$ cat src/rtl/result_dump_engine.sv
// Streams the cpu result region (RESULT_BASE..RESULT_BASE+RESULT_WORDS-1) out over valid/ready once the run ends.
// Optional DUMP_CHECKSUM_EN appends a modulo-2**DATA_W sum beat (out_addr=0) after the last data word.
module result_dump_engine #(
   parameter int DATA_W        = 32,
   parameter int ADDR_W        = 12,
   parameter int RESULT_BASE   = 2048,
   parameter int RESULT_WORDS  = 1024,
   parameter int SETTLE_CYCLES = 1
) (
   input  logic              clk,
   input  logic              reset,
   input  logic              complete,
   input  logic              error,
   output logic              mem_rd_en,
   output logic [ADDR_W-1:0] mem_addr,
   input  logic [DATA_W-1:0] mem_rdata,
   output logic              out_valid,
   input  logic              out_ready,
   output logic [ADDR_W-1:0] out_addr,
   output logic [DATA_W-1:0] out_data,
   output logic              out_last,
   output logic              busy,
   output logic              done,
   output logic              run_error
);

   localparam logic [ADDR_W-1:0] BASE_ADDR = ADDR_W'(RESULT_BASE);
   localparam logic [ADDR_W-1:0] LAST_ADDR = ADDR_W'(RESULT_BASE + RESULT_WORDS - 1);
   localparam int                CNT_W     = $clog2(SETTLE_CYCLES + 1) + 1;
   localparam logic [CNT_W-1:0]  SETTLE_END = CNT_W'((SETTLE_CYCLES > 0) ? (SETTLE_CYCLES - 1) : 0);

   typedef enum logic [2:0] {
      S_IDLE, S_SETTLE, S_ISSUE, S_CAPTURE, S_SEND, S_DONE
   } state_t;

   state_t             state_reg;
   logic [ADDR_W-1:0]  addr_reg;
   logic [CNT_W-1:0]   settle_cnt_reg;
   logic               mem_rd_en_reg;
   logic [ADDR_W-1:0]  mem_addr_reg;
   logic               out_valid_reg;
   logic [ADDR_W-1:0]  out_addr_reg;
   logic [DATA_W-1:0]  out_data_reg;
   logic               out_last_reg;
   logic               busy_reg;
   logic               done_reg;
   logic               run_error_reg;
   logic               handshake;
   logic [ADDR_W-1:0]  addr_next;

   assign handshake = out_valid_reg & out_ready;
   assign addr_next = addr_reg + ADDR_W'(1);

`ifdef DUMP_CHECKSUM_EN
   logic [DATA_W-1:0]  sum_reg;
   logic [DATA_W-1:0]  sum_next;
   logic               csum_phase_reg;

   assign sum_next = sum_reg + out_data_reg;
`endif

   always_ff @(posedge clk) begin
      if (reset) begin
         state_reg      <= S_IDLE;
         addr_reg       <= BASE_ADDR;
         settle_cnt_reg <= '0;
         mem_rd_en_reg  <= 1'b0;
         mem_addr_reg   <= '0;
         out_valid_reg  <= 1'b0;
         out_addr_reg   <= '0;
         out_data_reg   <= '0;
         out_last_reg   <= 1'b0;
         busy_reg       <= 1'b0;
         done_reg       <= 1'b0;
         run_error_reg  <= 1'b0;
`ifdef DUMP_CHECKSUM_EN
         sum_reg        <= '0;
         csum_phase_reg <= 1'b0;
`endif
      end else begin
         // The read strobe is a single-cycle pulse raised on entry to ISSUE.
         mem_rd_en_reg <= 1'b0;
         case (state_reg)
            S_IDLE: begin
               if (complete | error) begin
                  run_error_reg  <= error;
                  busy_reg       <= 1'b1;
                  addr_reg       <= BASE_ADDR;
                  settle_cnt_reg <= '0;
`ifdef DUMP_CHECKSUM_EN
                  sum_reg        <= '0;
                  csum_phase_reg <= 1'b0;
`endif
                  if (SETTLE_CYCLES > 0) begin
                     state_reg <= S_SETTLE;
                  end else begin
                     state_reg     <= S_ISSUE;
                     mem_rd_en_reg <= 1'b1;
                     mem_addr_reg  <= BASE_ADDR;
                  end
               end
            end
            S_SETTLE: begin
               if (settle_cnt_reg == SETTLE_END) begin
                  state_reg     <= S_ISSUE;
                  mem_rd_en_reg <= 1'b1;
                  mem_addr_reg  <= addr_reg;
               end else begin
                  settle_cnt_reg <= settle_cnt_reg + CNT_W'(1);
               end
            end
            S_ISSUE: begin
               state_reg <= S_CAPTURE;
            end
            S_CAPTURE: begin
               out_data_reg  <= mem_rdata;
               out_addr_reg  <= addr_reg;
               out_valid_reg <= 1'b1;
`ifdef DUMP_CHECKSUM_EN
               out_last_reg  <= 1'b0;
`else
               out_last_reg  <= (addr_reg == LAST_ADDR);
`endif
               state_reg     <= S_SEND;
            end
            S_SEND: begin
               if (handshake) begin
`ifdef DUMP_CHECKSUM_EN
                  if (csum_phase_reg) begin
                     out_valid_reg <= 1'b0;
                     out_last_reg  <= 1'b0;
                     busy_reg      <= 1'b0;
                     done_reg      <= 1'b1;
                     state_reg     <= S_DONE;
                  end else if (addr_reg == LAST_ADDR) begin
                     // Checksum beat follows back-to-back; no memory read needed.
                     sum_reg        <= sum_next;
                     out_addr_reg   <= '0;
                     out_data_reg   <= sum_next;
                     out_last_reg   <= 1'b1;
                     csum_phase_reg <= 1'b1;
                  end else begin
                     sum_reg       <= sum_next;
                     out_valid_reg <= 1'b0;
                     addr_reg      <= addr_next;
                     mem_rd_en_reg <= 1'b1;
                     mem_addr_reg  <= addr_next;
                     state_reg     <= S_ISSUE;
                  end
`else
                  out_valid_reg <= 1'b0;
                  if (out_last_reg) begin
                     out_last_reg <= 1'b0;
                     busy_reg     <= 1'b0;
                     done_reg     <= 1'b1;
                     state_reg    <= S_DONE;
                  end else begin
                     addr_reg      <= addr_next;
                     mem_rd_en_reg <= 1'b1;
                     mem_addr_reg  <= addr_next;
                     state_reg     <= S_ISSUE;
                  end
`endif
               end
            end
            S_DONE: begin
               state_reg <= S_DONE;
            end
            default: begin
               state_reg <= S_IDLE;
            end
         endcase
      end
   end

   assign mem_rd_en = mem_rd_en_reg;
   assign mem_addr  = mem_addr_reg;
   assign out_valid = out_valid_reg;
   assign out_addr  = out_addr_reg;
   assign out_data  = out_data_reg;
   assign out_last  = out_last_reg;
   assign busy      = busy_reg;
   assign done      = done_reg;
   assign run_error = run_error_reg;

endmodule

$ cat config.mk
export PLATFORM = sky130hd
export DESIGN_NAME = result_dump_engine
export DESIGN_NICKNAME = d
export VERILOG_FILES = /design/src/rtl/result_dump_engine.sv
export SDC_FILE = /design/constraint.sdc
export NUM_CORES = 1
export LEC_CHECK = 0
export BUFFER_PORTS_ARGS = -buffer_cell sky130_fd_sc_hd__buf_2
export CORE_ASPECT_RATIO = 1.2
export CORE_MARGIN = 2
export CORE_UTILIZATION = 55
export DETAILED_ROUTE_END_ITERATION = 7
export HOLD_SLACK_MARGIN = 0.08
export MAX_ROUTING_LAYER = met4
export PLACE_DENSITY = 0.82
export SLEW_MARGIN = 0
export SYNTH_ARGS = -nofsm -noshare
export SYNTH_HDL_FRONTEND = slang
export SYNTH_SLANG_ARGS = --single-unit
$ cat constraint.sdc
create_clock -name clk -period 4.9 [get_ports clk]
set_clock_uncertainty 0.05 [all_clocks]
set_input_delay 0.49 -clock clk [delete_from_list [all_inputs] [get_ports clk]]
set_output_delay 0.49 -clock clk [all_outputs]
set_load 0.03 [all_outputs]
==> results.json <==
{
  "status": "finished, final reports clean",
  "synth-simple-area-share_pct": 24.0,
  "vias": 3094,
  "synth_common_cells": "nand2_1, dfxtp_1, a21oi_1",
  "dieArea_mm2": 0.00661,
  "hold_buffers": 0,
  "cp.required_ps": 5110,
  "synthAdderAreaFrac_pct": 1.14,
  "fin_crit_ps": 2310,
  "firstDrtPassIters": 6,
  "synth_area_mm2": 0.00329,
  "tightest_slew_ps": 827,
  "clock_path_buffers": 2,
  "final_util_pct": 69.5,
  "synthTopCellsByArea": "dfxtp_1, nand2_1, a21oi_1",
  "p_leak_uw": 0.00159,
  "synth_edf_count": 0,
  "htreeDepth": 3,
  "cp.arrival_ps": 2520,
  "maxCapViolCount": 0,
  "holdCritPathClass": "input port to register",
  "powerDensity_mw_per_mm2": 366,
  "worstSkewPairLatency_ps": 340,
  "via_per_inst": 5.44,
  "synth_top_family_by_area": "simple AND/OR/NAND/NOR gates",
  "io_pins": 99,
  "drive_gt1_share_pct": 25.6,
  "synth.most_common_cell": "nand2_1",
  "detail_route.iter0.violations": 272,
  "avgSynthCellArea_um2": 8.11,
  "netlist_instances": 405,
  "slew_headroom_pct": 44.9,
  "grt_usage_pct": 24.2,
  "r2r-start": "state_reg[0]",
  "initial_core_util_pct": 57.6,
  "grt_pass1_vias": 2775,
  "place.gp.congestion": 0.930,
  "wl_um": 7600,
  "stdcell_count": 569,
  "antenna_left": 0,
  "synth_cell_types": 48,
  "synth_top_area_share_pct": 48.1,
  "die_y_um": 88.7,
  "fillers": 492,
  "die_w_um": 74.6,
  "nNetsFinal": 524,
  "portBuffers": 98,
  "largest_reg_flops": 32,
  "synth.area.mux_share_pct": 0.647,
  "synth_seq_cells": 79,
  "cp_max_fo": 47,
  "cts_resized": 0,
  "crit_path_end_kind": "register",
  "ys_seq_area_share_pct": 48.1,
  "antenna_found_initial": 0,
  "core_area_mm2": 0.00571,
  "crit_path_start_kind": "register",
  "diodes": 0,
  "whs_ps": 321,
  "num_rows": 30,
  "rsz0062_at_grt": "false",
  "cts_tree": "done",
  "post-cts-setup-buffers": 0,
  "areaGrowthSynthToFinish_pct": 20.7,
  "yosys_warnings": 0,
  "synthArstFlopShare_pct": 0,
  "vdd_drop_max_v": 0.000230,
  "hp-start": "mem_rdata[20]",
  "path_clk_slew_ps": 80,
  "maxSlewViolCount": 0,
  "drc_errors": 0,
  "tns_ps": 0,
  "multiInputGateArea_mm2": 0.00154,
  "period_share_pct": 47.1,
  "post-place-cells": 553,
  "syn_nets": 445,
  "grt_pass1_wl_um": 12000,
  "fmax_mhz": 433,
  "cts_root_buf": "clkbuf_8",
  "hpwlAfterDp_um": 5080,
  "grt_max_degree": 80,
  "ys.flop_type": "dfxtp_1",
  "register_area_mm2": 0.00158,
  "stdcell_area_mm2": 0.00397,
  "cts-buffers-inserted": 9,
  "setup_viol": 0,
  "synth_top_area_cell": "dfxtp_1",
  "cts_sinks": 79,
  "synth_compound_area_share_pct": 17.9,
  "cp-startpoint": "state_reg[0]",
  "worstSetupPathType": "register to register",
  "grt-ovfl-total": 0,
  "placed_cell_area_mm2": 0.00375,
  "synth-xor-area-share_pct": 2.93,
  "hold_viol": 0,
  "drt-wirelength-per-cell_um": 13.4
}
==> worst max-delay path, stage by stage, from the launching register on <==
cell and delay (ps):
dfxtp_1 550, nand2_1 130, or2_2 610, or4b_2 730
a21oi_1 160
==> stage by stage <==
stage	setup slack, ps	power, µW
4_1_cts	2590	1460
2_1_floorplan	2990	883
3_3_place_gp	2660	940
5_1_grt	2420	1520
3_5_place_dp	2600	947
6_report	2590	1450
==> layer usage <==
| layer | GRT usage [%] | wire, µm | vias to the layer above |
|---|---|---|---|
| met2 | 37.2 | 3850 | 116 |
| met5 | - | 0 | - |
| met4 | 10.6 | 146 | 0 |
| li1 | - | - | 1542 |
| met3 | 6.83 | 446 | 16 |
| met1 | 29.6 | 3150 | 1420 |
==> area by class of cell <==
type                       instances  area share (%)
sequential                        79            39.9
multi-input combinational        287            38.7
timing repair buffer             101            12.9
clock buffer                      11            3.31
tap                               80            2.52
clock inverter                     5            2.08
inverter                           6           0.568
==> final timing paths <==
kind	end	slack (ps)	cells past startpoint
hold reg to reg	out_addr[0]	400	2
setup reg to reg	out_last	2590	4
hold / removal	out_data[20]	320	3
setup / recovery	out_last	2590	4
==> power by group <==
group | switching [µW] | leakage, µW | internal (µW)
Clock | 231 | 0.000107 | 288
Sequential | 23.6 | 0.000640 | 675
Combinational | 159 | 0.000845 | 74.5
==> kinds of logic (layout without fill, tap and decap cells) <==
family | Yosys count | in the layout
AND/OR/NAND/NOR | 173 | 173
AO/OA/AOI/OAI | 98 | 98
flip-flops | 79 | 79
buffers and inverters | 39 | 123
XOR/XNOR | 11 | 11
adder cells (fa/ha/maj) | 3 | 3
multiplexers | 2 | 2
==> cells in the final DEF (no fill, tap or decap), drive strengths merged, types with 3 or more instances in the layout <==
cell / instances
nand2: 107
buf: 101
dfxtp: 79
a21oi: 59
nor2: 24
a211oi: 12
nand3: 11
clkbuf: 11
xnor2: 7
inv: 6
o21ai: 6
a31oi: 5
a311oi: 5
nor3: 4
or3: 4
nand4: 4
xor2: 4
or2: 3
and3: 3
ha: 3
nor4: 3
clkinv: 3
Note: power is estimated with default switching activity, not from simulation.
